**src/rtl/axis_shift_window_pkg.sv**
```systemverilog
// Shared constants and types for the multi-copy conv-input shift window buffer.
package axis_shift_window_pkg;

  // Default geometry; the top module exposes these as overridable parameters.
  localparam int DEF_DATA_WIDTH         = 16;
  localparam int DEF_CONV_UNITS         = 8;
  localparam int DEF_COPIES             = 2;
  localparam int DEF_KERNEL_H_MAX       = 3;
  localparam int DEF_KERNEL_W_MAX       = 3;
  localparam int DEF_CIN_COUNTER_WIDTH  = 5;
  localparam int DEF_COLS_COUNTER_WIDTH = 10;
  localparam int DEF_TUSER_WIDTH        = 4;

  localparam int KERNEL_H_WIDTH = $clog2(DEF_KERNEL_H_MAX + 1);
  localparam int KERNEL_W_WIDTH = $clog2(DEF_KERNEL_W_MAX + 1);

  // Bit positions inside M_AXIS tuser.
  localparam int INDEX_IS_1x1       = 0;
  localparam int INDEX_IS_MAX       = 1;
  localparam int INDEX_IS_RELU      = 2;
  localparam int INDEX_IS_COLS_1_K2 = 3;

  typedef enum logic {IDLE = 1'b0, RUN = 1'b1} state_t;

endpackage

```
**src/rtl/axis_shift_window_buffer_if.sv**
```systemverilog
// AXI-stream bundle used on both sides of the shift window buffer.
interface axis_shift_window_if
  import axis_shift_window_pkg::*;
#(
  parameter int DATA_WIDTH  = DEF_DATA_WIDTH,
  parameter int TUSER_WIDTH = DEF_TUSER_WIDTH
);
  logic [DATA_WIDTH-1:0]  tdata;
  logic                   tvalid;
  logic                   tready;
  logic                   tlast;
  logic [TUSER_WIDTH-1:0] tuser;

  // Producer side drives payload + sideband.
  modport master (output tdata, tvalid, tlast, tuser, input tready);
  // The input side of this block carries no sideband.
  modport slave  (input tdata, tvalid, output tready);
endinterface

```
**src/rtl/axis_shift_window_buffer_lane.sv**
```systemverilog
// One lane of the window buffer: loads a full column of input rows, then
// shifts down one row per emitted window so the output taps never move.
module shift_window_lane
  import axis_shift_window_pkg::*;
#(
  parameter int DATA_WIDTH = DEF_DATA_WIDTH,
  parameter int IN_ROWS    = DEF_CONV_UNITS + DEF_KERNEL_H_MAX - 1,
  parameter int OUT_ROWS   = DEF_CONV_UNITS
) (
  input  logic                           clk,
  input  logic                           rst_n,
  input  logic                           i_load,
  input  logic                           i_shift,
  input  logic [IN_ROWS*DATA_WIDTH-1:0]  i_data,
  output logic [OUT_ROWS*DATA_WIDTH-1:0] o_window
);
  logic [IN_ROWS-1:0][DATA_WIDTH-1:0] r_rows;

  // Load wins; a shift moves every row one slot toward row 0, zero-filling the top.
  always_ff @(posedge clk or negedge rst_n) begin
    if (!rst_n)       r_rows <= '0;
    else if (i_load)  r_rows <= i_data;
    else if (i_shift) r_rows <= r_rows >> DATA_WIDTH;
  end

  assign o_window = r_rows[OUT_ROWS-1:0];
endmodule

```
**src/rtl/axis_shift_window_buffer.sv**
```systemverilog
// Conv-input shift window buffer: each accepted input beat produces kernel_h
// output windows, each one row further down, with tuser/tlast derived from
// the cin/column position inside the frame.
module axis_shift_window_buffer
  import axis_shift_window_pkg::*;
#(
  parameter int DATA_WIDTH         = DEF_DATA_WIDTH,
  parameter int CONV_UNITS         = DEF_CONV_UNITS,
  parameter int COPIES             = DEF_COPIES,
  parameter int KERNEL_H_MAX       = DEF_KERNEL_H_MAX,
  parameter int KERNEL_W_MAX       = DEF_KERNEL_W_MAX,
  parameter int CIN_COUNTER_WIDTH  = DEF_CIN_COUNTER_WIDTH,
  parameter int COLS_COUNTER_WIDTH = DEF_COLS_COUNTER_WIDTH,
  parameter int TUSER_WIDTH        = DEF_TUSER_WIDTH
) (
  input  logic                                   aclk,
  input  logic                                   aresetn,
  input  logic                                   start,
  input  logic [$clog2(KERNEL_H_MAX+1)-1:0]      kernel_h_1_in,
  input  logic [$clog2(KERNEL_W_MAX+1)-1:0]      kernel_w_1_in,
  input  logic                                   is_max,
  input  logic                                   is_relu,
  input  logic [COLS_COUNTER_WIDTH-1:0]          cols_1,
  input  logic [CIN_COUNTER_WIDTH-1:0]           cin_1,
  axis_shift_window_if.slave                     S_AXIS,
  axis_shift_window_if.master                    M_AXIS,
  output logic [$clog2(KERNEL_H_MAX+1)-1:0]      kernel_h_1_out,
  output logic [$clog2(KERNEL_W_MAX+1)-1:0]      kernel_w_1_out,
  output logic                                   busy
);
  localparam int IN_ROWS = CONV_UNITS + KERNEL_H_MAX - 1;
  localparam int KHW     = $clog2(KERNEL_H_MAX + 1);
  localparam int KWW     = $clog2(KERNEL_W_MAX + 1);
  localparam int COLW    = COLS_COUNTER_WIDTH;
  localparam int CINW    = CIN_COUNTER_WIDTH;
  localparam logic [KHW-1:0] KH_1_MAX = KHW'(KERNEL_H_MAX - 1);

  state_t          r_state;
  logic [KHW-1:0]  r_kh_1, r_kh_cnt;
  logic [KWW-1:0]  r_kw_1;
  logic            r_is_max, r_is_relu;
  logic [COLW-1:0] r_cols_1, r_col_cnt;
  logic [CINW-1:0] r_cin_1, r_cin_cnt;
  logic            r_mvalid, r_busy;

  logic            w_kh_done, w_last_beat, w_s_ready, w_in_hs, w_out_hs, w_shift;
  logic [KHW-1:0]  w_kh_clamped;
  logic [COLW-1:0] w_kw_half, w_col_tgt;
  logic [TUSER_WIDTH-1:0] w_user;
  logic [COPIES*CONV_UNITS*DATA_WIDTH-1:0] w_mdata;

  assign w_kh_clamped = (kernel_h_1_in > KH_1_MAX) ? KH_1_MAX : kernel_h_1_in;
  assign w_kh_done    = (r_kh_cnt == r_kh_1);
  assign w_last_beat  = (r_col_cnt == r_cols_1) && (r_cin_cnt == r_cin_1) && w_kh_done;
  // Take a new beat when empty, or when the last window of the current beat
  // leaves this cycle and it is not the frame's final window.
  assign w_s_ready    = (r_state == RUN) &&
                        (!r_mvalid || (M_AXIS.tready && w_kh_done && !w_last_beat));
  assign w_in_hs      = S_AXIS.tvalid && w_s_ready;
  assign w_out_hs     = r_mvalid && M_AXIS.tready;
  assign w_shift      = w_out_hs && !w_kh_done;

  // Column flagged for the right-edge kernel overhang, saturating at column 0.
  assign w_kw_half = COLW'(r_kw_1 >> 1);
  assign w_col_tgt = (r_cols_1 >= w_kw_half) ? (r_cols_1 - w_kw_half) : '0;

  // Control FSM: config latch on start, kh/cin/col position tracking, output valid.
  always_ff @(posedge aclk or negedge aresetn) begin
    if (!aresetn) begin
      r_state   <= IDLE;
      r_kh_1    <= '0;
      r_kw_1    <= '0;
      r_is_max  <= 1'b0;
      r_is_relu <= 1'b0;
      r_cols_1  <= '0;
      r_cin_1   <= '0;
      r_kh_cnt  <= '0;
      r_cin_cnt <= '0;
      r_col_cnt <= '0;
      r_mvalid  <= 1'b0;
      r_busy    <= 1'b0;
    end else begin
      case (r_state)
        IDLE: begin
          if (start) begin
            r_kh_1    <= w_kh_clamped;
            r_kw_1    <= kernel_w_1_in;
            r_is_max  <= is_max;
            r_is_relu <= is_relu;
            r_cols_1  <= cols_1;
            r_cin_1   <= cin_1;
            r_kh_cnt  <= '0;
            r_cin_cnt <= '0;
            r_col_cnt <= '0;
            r_mvalid  <= 1'b0;
            r_busy    <= 1'b1;
            r_state   <= RUN;
          end
        end
        RUN: begin
          if (w_out_hs) begin
            if (!w_kh_done) begin
              r_kh_cnt <= r_kh_cnt + 1'b1;
            end else if (w_last_beat) begin
              r_state   <= IDLE;
              r_busy    <= 1'b0;
              r_kh_cnt  <= '0;
              r_cin_cnt <= '0;
              r_col_cnt <= '0;
            end else if (r_cin_cnt == r_cin_1) begin
              r_cin_cnt <= '0;
              r_col_cnt <= r_col_cnt + 1'b1;
            end else begin
              r_cin_cnt <= r_cin_cnt + 1'b1;
            end
          end
          if (w_in_hs) begin
            r_kh_cnt <= '0;
            r_mvalid <= 1'b1;
          end else if (w_out_hs && w_kh_done) begin
            r_mvalid <= 1'b0;
          end
        end
        default: r_state <= IDLE;
      endcase
    end
  end

  // Sideband is only meaningful alongside a valid window; zero otherwise.
  always_comb begin
    w_user = '0;
    if (r_mvalid) begin
      w_user[INDEX_IS_1x1]       = (r_kh_1 == '0) && (r_kw_1 == '0);
      w_user[INDEX_IS_MAX]       = r_is_max;
      w_user[INDEX_IS_RELU]      = r_is_relu;
      w_user[INDEX_IS_COLS_1_K2] = (r_col_cnt == w_col_tgt);
    end
  end

  for (genvar c = 0; c < COPIES; c++) begin : g_lane
    shift_window_lane #(
      .DATA_WIDTH (DATA_WIDTH),
      .IN_ROWS    (IN_ROWS),
      .OUT_ROWS   (CONV_UNITS)
    ) u_lane (
      .clk      (aclk),
      .rst_n    (aresetn),
      .i_load   (w_in_hs),
      .i_shift  (w_shift),
      .i_data   (S_AXIS.tdata[c*IN_ROWS*DATA_WIDTH +: IN_ROWS*DATA_WIDTH]),
      .o_window (w_mdata[c*CONV_UNITS*DATA_WIDTH +: CONV_UNITS*DATA_WIDTH])
    );
  end

  assign S_AXIS.tready  = w_s_ready;
  assign M_AXIS.tdata   = w_mdata;
  assign M_AXIS.tvalid  = r_mvalid;
  assign M_AXIS.tlast   = r_mvalid && w_last_beat;
  assign M_AXIS.tuser   = w_user;
  assign kernel_h_1_out = r_kh_1;
  assign kernel_w_1_out = r_kw_1;
  assign busy           = r_busy;
endmodule
```
**src/flat_wrapper.sv**
```systemverilog
// flat-port wrapper written by rule: the top's interface ports become plain ports
module axis_shift_window_buffer_flat import axis_shift_window_pkg::*;
#(
  parameter int DATA_WIDTH         = DEF_DATA_WIDTH,
  parameter int CONV_UNITS         = DEF_CONV_UNITS,
  parameter int COPIES             = DEF_COPIES,
  parameter int KERNEL_H_MAX       = DEF_KERNEL_H_MAX,
  parameter int KERNEL_W_MAX       = DEF_KERNEL_W_MAX,
  parameter int CIN_COUNTER_WIDTH  = DEF_CIN_COUNTER_WIDTH,
  parameter int COLS_COUNTER_WIDTH = DEF_COLS_COUNTER_WIDTH,
  parameter int TUSER_WIDTH        = DEF_TUSER_WIDTH
)
  (aclk, aresetn, start, kernel_h_1_in, kernel_w_1_in, is_max, is_relu, cols_1, cin_1, kernel_h_1_out, kernel_w_1_out, busy, S_AXIS_tdata, S_AXIS_tvalid, S_AXIS_tready, M_AXIS_tdata, M_AXIS_tvalid, M_AXIS_tlast, M_AXIS_tuser, M_AXIS_tready);
  axis_shift_window_if #(.DATA_WIDTH(DATA_WIDTH), .TUSER_WIDTH(TUSER_WIDTH)) S_AXIS_i ();
  axis_shift_window_if #(.DATA_WIDTH(DATA_WIDTH), .TUSER_WIDTH(TUSER_WIDTH)) M_AXIS_i ();
  input  logic aclk;
  input  logic aresetn;
  input  logic start;
  input  logic [$clog2(KERNEL_H_MAX+1)-1:0] kernel_h_1_in;
  input  logic [$clog2(KERNEL_W_MAX+1)-1:0] kernel_w_1_in;
  input  logic is_max;
  input  logic is_relu;
  input  logic [COLS_COUNTER_WIDTH-1:0] cols_1;
  input  logic [CIN_COUNTER_WIDTH-1:0] cin_1;
  output logic [$clog2(KERNEL_H_MAX+1)-1:0] kernel_h_1_out;
  output logic [$clog2(KERNEL_W_MAX+1)-1:0] kernel_w_1_out;
  output logic busy;
  input wire logic [$bits(S_AXIS_i.tdata)-1:0] S_AXIS_tdata;
  input wire logic [$bits(S_AXIS_i.tvalid)-1:0] S_AXIS_tvalid;
  output wire logic [$bits(S_AXIS_i.tready)-1:0] S_AXIS_tready;
  output wire logic [$bits(M_AXIS_i.tdata)-1:0] M_AXIS_tdata;
  output wire logic [$bits(M_AXIS_i.tvalid)-1:0] M_AXIS_tvalid;
  output wire logic [$bits(M_AXIS_i.tlast)-1:0] M_AXIS_tlast;
  output wire logic [$bits(M_AXIS_i.tuser)-1:0] M_AXIS_tuser;
  input wire logic [$bits(M_AXIS_i.tready)-1:0] M_AXIS_tready;
  assign S_AXIS_i.tdata = S_AXIS_tdata;
  assign S_AXIS_i.tvalid = S_AXIS_tvalid;
  assign S_AXIS_tready = S_AXIS_i.tready;
  assign M_AXIS_tdata = M_AXIS_i.tdata;
  assign M_AXIS_tvalid = M_AXIS_i.tvalid;
  assign M_AXIS_tlast = M_AXIS_i.tlast;
  assign M_AXIS_tuser = M_AXIS_i.tuser;
  assign M_AXIS_i.tready = M_AXIS_tready;
  axis_shift_window_buffer #(.DATA_WIDTH(DATA_WIDTH), .CONV_UNITS(CONV_UNITS), .COPIES(COPIES), .KERNEL_H_MAX(KERNEL_H_MAX), .KERNEL_W_MAX(KERNEL_W_MAX), .CIN_COUNTER_WIDTH(CIN_COUNTER_WIDTH), .COLS_COUNTER_WIDTH(COLS_COUNTER_WIDTH), .TUSER_WIDTH(TUSER_WIDTH)) u_core (.aclk(aclk), .aresetn(aresetn), .start(start), .kernel_h_1_in(kernel_h_1_in), .kernel_w_1_in(kernel_w_1_in), .is_max(is_max), .is_relu(is_relu), .cols_1(cols_1), .cin_1(cin_1), .S_AXIS(S_AXIS_i), .M_AXIS(M_AXIS_i), .kernel_h_1_out(kernel_h_1_out), .kernel_w_1_out(kernel_w_1_out), .busy(busy));
endmodule
```
**config.mk**
```make
export PLATFORM = sky130hd
export DESIGN_NAME = axis_shift_window_buffer_flat
export DESIGN_NICKNAME = d
export VERILOG_FILES = /design/src/rtl/axis_shift_window_pkg.sv /design/src/rtl/axis_shift_window_buffer_if.sv /design/src/rtl/axis_shift_window_buffer_lane.sv /design/src/rtl/axis_shift_window_buffer.sv /design/src/flat_wrapper.sv
export SDC_FILE = /design/constraint.sdc
export NUM_CORES = 1
export LEC_CHECK = 0
export CAP_MARGIN = 20
export CELL_PAD_IN_SITES_DETAIL_PLACEMENT = 2
export CELL_PAD_IN_SITES_GLOBAL_PLACEMENT = 2
export CORE_UTILIZATION = 33
export DETAILED_ROUTE_END_ITERATION = 16
export PLACE_DENSITY_LB_ADDON = 0.1
export SLEW_MARGIN = 15
export SYNTH_ARGS = -nofsm -noshare
export SYNTH_HDL_FRONTEND = slang
export SYNTH_SLANG_ARGS = --single-unit
```
**constraint.sdc**
```tcl
create_clock -name aclk -period 5.8 [get_ports aclk]
set_clock_uncertainty 0.05 [all_clocks]
set_input_delay 0.87 -clock aclk [delete_from_list [all_inputs] [get_ports aclk]]
set_output_delay 0.87 -clock aclk [all_outputs]
set_load 0.1 [all_outputs]
```
==> run metrics <==
DIE AREA 10,400 µm²; top_reg_cell synth dfrtp_1; Via-to-Cell Ratio 4.94; EDFF count, synth 0; final wirelength 9370 µm; Area Overhead vs Synth 28.8%; Largest stage delay, worst path 1.12 ns; # hold bufs at CTS 0; Crit Path Max Fanout 7; pin count of the biggest net entering global routing 58; Worst slew margin 33.5%; Max VDD drop 0.398 mV; commonest non-fill, non-tap cell in the layout nand2_1; dpl hpwl 7020 µm; Synth Register Bits 57; CTS Buffer Depth 2; Post-Synth Adder-Cell Area 1.52%; Simple-Gate Fraction of Synth Area 25.1%; critical path cell sequence inv_1 -> ha_1 -> ha_1 -> nor3b_1 -> xnor2_1 -> o21ai_0 -> mux2_2 -> nor4_1 -> o2111a_1 -> clkdlybuf4s50_1; synth unique cells 48; IO Count 70; antenna viol nets, final 0; Power Density 615 nW/µm²; syn_nets 424; initial antenna violation count 0; Placement Rows 36; CTS tree done; routed vias 2,855; Initial DRC Count 51; Compound-Gate Fraction of Synth Area 7.62%; post-cts sizing count 0; worst path required time 4.88 ns; FILL cells 1,112; CP startpoint kind register; mux share of post-synthesis cell area 6.10%; Met2 Wirelength 4870 µm; Inserted Clock Buffers 9; vias in the first global route 3,078; Tcrit/Tclk final 83.0%; Initial Util 33.9%; # setup viols final 0; setup repair after global routing missed its margin false; Chip Width 102 µm; multi-input logic area 1690 µm²; setup bufs post-CTS 0; Final Slew Violations 0; PortBufs 69; share of cells above drive strength 1 6.97%; TNS Setup 0 ns; Avg Cell Area, Syn 8.74 µm²; first-pass GRT wire length 15,600 µm; Finished Core Util 43.7%; shortest period the worst path allows 4.81 ns; Synth Instances 378; routed wl met3 197 µm; synth warn 0; wl on met1 4230 µm; CTS H-tree depth 3; core area 9730 µm²; grt total ovfl 0; max layer used met4; Seq. cell area 1430 µm²; actual slew at the worst max-slew pin 0.994 ns; Synth Cell Area 3300 µm²; GPL Wtd Cong 0.792; Max Cap Viol 0; CP max-delay cell clkdlybuf4s50_1; Critical Path Sink Type output pin; Die Span Y 102 µm; XOR/XNOR Fraction of Synth Area 10.6%; Clock Latency Late Sink 0.34 ns; CP delay by family, top buffers and inverters; DRT Pass-1 Iters 4; Post-synth ARST share 100%; CP bufs+invs 2; Nets 486; n_diodes 0; LEAKAGE 0.00193 µW; Seq/Total Area, Yosys 43.2%; # DRC 0; largest family of logic cells by synthesized area simple AND/OR/NAND/NOR gates; wire per inst 16.2 µm; overall routing resource usage 19.8%; Critical Path AT 3.89 ns; status completed; Worst Hold Class reg2reg; root buf cell clkbuf_8; WS Path Type reg2out; CTS sink cnt 57; Hold Fails Final Rpt 0; Worst-path clk slew 0.06 ns; max frequency 208 MHz; most frequent cells in the layout 89 x nand2_1, 68 x clkdlybuf4s50_1, 57 x dfrtp_1; Crit path top cell by count ha_1
## worst paths after layout
kind                                    start                                  end  slack [ns]  cells after the start
min                           u_core.r_is_max                      u_core.r_is_max        0.42                      2
min in group asynchronous             aresetn                   u_core.r_cols_1[7]        0.62                      2
max in group asynchronous             aresetn  u_core.g_lane[0].u_lane.o_window[9]        4.56                      2
max reg2reg                    u_core.r_state                  u_core.r_col_cnt[6]        2.97                      6
max                        u_core.r_cols_1[0]                      M_AXIS_tuser[3]        0.99                     10
min reg2reg                   u_core.r_is_max                      u_core.r_is_max        0.42                      2
## metal layers
layer / vias to the layer above / global-route usage, %
met4: 0 / 7.14
met5: - / 0
li1: 1374 / -
met3: 8 / 3.69
met1: 1438 / 24.9
met2: 35 / 33.8
## registers in the layout (all words and copies together) (netlist names), 2 cells and up
register and cells:
u_core.r_cin_1 5, u_core.r_col_cnt 10, u_core.kernel_w_1_out 2, u_core.r_cin_cnt 5, u_core.g_lane.u_lane.o_window 16, u_core.r_kh_cnt 2
u_core.r_cols_1 10, u_core.kernel_h_1_out 2
## stage by stage
step                worst slack, ns  cells  cell area, µm²  hold WS [ns]  total power [µW]
finish                        0.986    578            4250         0.421              2620
detailed placement             1.38    562            4080         0.417              2300
global route                  0.739    578            4250         0.468              2790
floorplan                     0.480    378            3300         0.388              1910
CTS                           0.979    578            4250         0.433              2660
global placement               1.54    561            4070         0.404              2250
## cells in the mapped netlist (5+ instances only)
library cell	number	area, µm²
a21oi_1	9	45.0
clkbuf_1	15	56.3
o21ai_0	16	80.1
xor2_1	9	78.8
mux2i_1	19	190
dfrtp_1	57	1430
nor2_1	23	86.3
nand2_1	89	334
nor4_1	7	43.8
inv_1	23	86.3
nand4_1	5	31.3
nand3_1	16	80.1
xnor2_1	29	254
## final cells by class
class                      count  area share, %
clock buffer                  13           3.74
clock inverter                 3          0.353
inverter                      23           2.03
multi-input combinational    277           39.6
sequential                    57           33.5
tap                          133           3.91
timing repair buffer          72           16.8
## worst reg2reg max path, cell delays in order, from the launching register on
cell,delay (ns)
dfrtp_1,0.57
nand2b_1,0.67
o21ai_1,0.55
nand4_1,0.20
nor4bb_1,0.41
xnor2_1,0.19
nor2_1,0.06
## where the power goes
| group | internal [µW] | leakage, µW | total, µW | switching [µW] |
|---|---|---|---|---|
| registers | 553 | 0.000717 | 744 | 191 |
| logic | 474 | 0.00112 | 1540 | 1060 |
| clock network | 176 | 0.0000932 | 335 | 158 |
## cell families (layout without fill, tap and decap cells)
family          count (synthesis)  count (layout)
flops                          57              57
compound gates                 41              41
fa+ha+maj                       4               4
simple gates                  173             173
buf+inv                        44             111
xor+xnor                       39              39
mux                            20              20
Power figures use the tool's default switching activity.
==> RTL edit: new RTL, same flow settings <==
Reset style: synchronous (`aresetn` and `rst_n`), changed in 2 clocked blocks.
--- a/src/rtl/axis_shift_window_buffer_lane.sv
+++ b/src/rtl/axis_shift_window_buffer_lane.sv
@@ -18,5 +18,5 @@
 
   // Load wins; a shift moves every row one slot toward row 0, zero-filling the top.
-  always_ff @(posedge clk or negedge rst_n) begin
+  always_ff @(posedge clk) begin
     if (!rst_n)       r_rows <= '0;
     else if (i_load)  r_rows <= i_data;
--- a/src/rtl/axis_shift_window_buffer.sv
+++ b/src/rtl/axis_shift_window_buffer.sv
@@ -66,5 +66,5 @@
 
   // Control FSM: config latch on start, kh/cin/col position tracking, output valid.
-  always_ff @(posedge aclk or negedge aresetn) begin
+  always_ff @(posedge aclk) begin
     if (!aresetn) begin
       r_state   <= IDLE;
Formal check against the unedited RTL: differs if aresetn is asserted again (counterexample within 4 cycles, from zero or initial values and one cycle with aresetn low); with aresetn held inactive, the same outputs for 4 cycles.
==> RTL edit against the original RTL <==
  * Register-to-register slack improved by 0.15 ns
  * Worst setup slack gained 0.54 ns
  * Cell area is 2.6% lower
  * Critical path depth fell by 1
  * Sequential share of layout area is 6.0 points lower
  * Synthesized cell count rose by 1.9%
  * Hold slack about the same
  * Sequential cell count did not move
  * First-iteration DRC count increased by 43%
  * Synthesized area is 3.7% lower
  * Routed wire length grew 2.9%
Power is not compared: it rests on default switching activity, and its combinational part moved more than twofold at a synthesized area within 25%.
==> RTL edit: results (changes against the original RTL) <==
** CTS
- Post_cts resized :: 0 (unchanged)

** Yosys
- The share of the synthesized area in compound gates (AO/OA/AOI/OAI) is 0.199 (was 0.0762).
- Synthesized net count :: 431 (was 424)
- The share of synthesized area spent on multiplexers was 0.00315 (was 0.0610).
- Number of library cell types mapped by synthesis :: 53 (was 48)
- Arithmetic-cell share of the synthesized area counting full adders, half adders and majority gates :: 0.0157 (was 0.0152)
- Number of cells produced by synthesis :: 385 (was 378)
- Top FF cell, synth :: sky130_fd_sc_hd__dfxtp_1 (was sky130_fd_sc_hd__dfrtp_1)
- The sequential share of the synthesized area was 0.359 (was 0.432).
- Most numerous cell types in the synthesized netlist :: 78 x sky130_fd_sc_hd__nand2_1, 57 x sky130_fd_sc_hd__dfxtp_1, 24 x sky130_fd_sc_hd__a21boi_0 (was 89 x sky130_fd_sc_hd__nand2_1, 57 x sky130_fd_sc_hd__dfrtp_1, 29 x sky130_fd_sc_hd__xnor2_1)
- The post-synthesis xor/xnor area fraction came to 0.0909 (was 0.106).
- Cells taking the most area after synthesis: sky130_fd_sc_hd__dfxtp_1 36%, sky130_fd_sc_hd__nand2_1 9.2%, sky130_fd_sc_hd__a21boi_0 5.7% (was sky130_fd_sc_hd__dfrtp_1 43%, sky130_fd_sc_hd__nand2_1 10%, sky130_fd_sc_hd__xnor2_1 7.7%).

** Worst setup path
- The biggest fanout along the worst timing path came to 5 (was 7).
- The arrival time of the worst setup path was 3.36 ns (was 3.89 ns).

** Placed design
- The HPWL after detailed placement came to 6900 um (was 7020 um).
- The total placed cells including tap cells was 559 (was 562).
- Setup WS pre-CTS :: 1.96 ns (was 1.38 ns)
- Placed instance area :: 3920 um2 (was 4080 um2)
- Routability cong. :: 0.810 (was 0.792)

** Detailed routing
- Wire length per cell after detailed routing :: 16.8 um (was 16.2 um)
- The via count normalized by instance count came to 5.23 (was 4.94).
- The initial detailed-routing violation count is 73 (was 51).

** GRT
- First-pass GRT wire length :: 16300 um (was 15600 um)
- The via count of the first global-routing pass is 3268 (was 3078).
- The global-route usage over all layers was 0.208 (was 0.198).
- Maximum number of pins on one net before global-route repair :: 36 (was 58)

** Final layout
- Share of layout cells above drive strength 1 :: 0.0650 (was 0.0697)
- The final net count came to 487 (was 486).
- The post-layout instance count excluding filler cells came to 575 (was 578).

** Run status
- Status :: completed (unchanged)

** STA
- Worst relative slew slack :: 0.332 (was 0.335)
RTL edit: cell count changes in the layout (fill, tap and decap cells not counted), sizes merged, moves of 7 or more:
cell and delta:
dfxtp +57, nand2 -11, dfrtp -57, xnor2 -11
mux2i -18, or3b +17, o21ai -11, inv -13
a21boi +41, nand3 -7
RTL edit: power by group:
part | internal [uW] | leakage (uW) | switching, uW | total (uW)
registers | 411 | 0.000465 | 22.8 | 433
clock network | 253 | 0.000113 | 169 | 422
logic | 98.0 | 0.000876 | 179 | 277
RTL edit: layout make-up:
class	count	area, um2
Clock inverter	5	78.8
Timing Repair Buffer	71	703
Fill cell	1078	5140
Tap cell	129	161
Multi-Input combinational cell	292	1880
Clock buffer	11	141
Sequential cell	57	1140
Inverter	10	37.5
RTL edit: worst paths after layout:
kind / depth (start not counted) / start / endpoint / slack [ns]
setup reg to reg: 6 / u_core.r_col_cnt[4]$_SDFFE_PN0P_ / u_core.g_lane[0].u_lane.o_window[0]$_SDFFE_PN0P_ / 3.12
hold / removal: 2 / u_core.r_is_max$_SDFFE_PN0P_ / u_core.r_is_max$_SDFFE_PN0P_ / 0.42
setup / recovery: 9 / u_core.kernel_w_1_out[1]$_SDFFE_PN0P_ / M_AXIS_tuser[3] / 1.52
hold reg to reg: 2 / u_core.r_is_max$_SDFFE_PN0P_ / u_core.r_is_max$_SDFFE_PN0P_ / 0.42
RTL edit: cell families after synthesis:
group                    after synthesis
AO/OA/AOI/OAI                         85
XOR/XNOR                              33
adder cells (fa/ha/maj)                4
buffers and inverters                 36
multiplexers                           1
flip-flops                            57
AND/OR/NAND/NOR                      169
RTL edit: layer usage:
| layer | routed length (um) | share of wire | vias up | global-route usage |
|---|---|---|---|---|
| met5 | 0 | 0 | - | 0 |
| met4 | 127 | 0.013 | 0 | 0.0557 |
| met3 | 495 | 0.051 | 14 | 0.0669 |
| met2 | 4880 | 0.51 | 62 | 0.371 |
| met1 | 4150 | 0.43 | 1477 | 0.239 |
| li1 | - | - | 1456 | - |
RTL edit: worst max-delay path, cell delays in order (launching register included):
cell and delay, ns:
sky130_fd_sc_hd__dfxtp_1 0.38, sky130_fd_sc_hd__ha_1 0.21, sky130_fd_sc_hd__ha_1 0.21, sky130_fd_sc_hd__nor3b_1 0.53
sky130_fd_sc_hd__nand4_1 0.35, sky130_fd_sc_hd__o21ai_0 0.20, sky130_fd_sc_hd__xor2_1 0.31, sky130_fd_sc_hd__nand4b_4 0.14
sky130_fd_sc_hd__a2111oi_2 0.34, sky130_fd_sc_hd__buf_4 0.35
RTL edit: through the flow:
stage	util	total power, uW
CTS	0.446	1150
global route	0.446	1180
floorplan	-	635
global placement	0.423	715
finish	0.446	1130
detailed placement	0.423	720
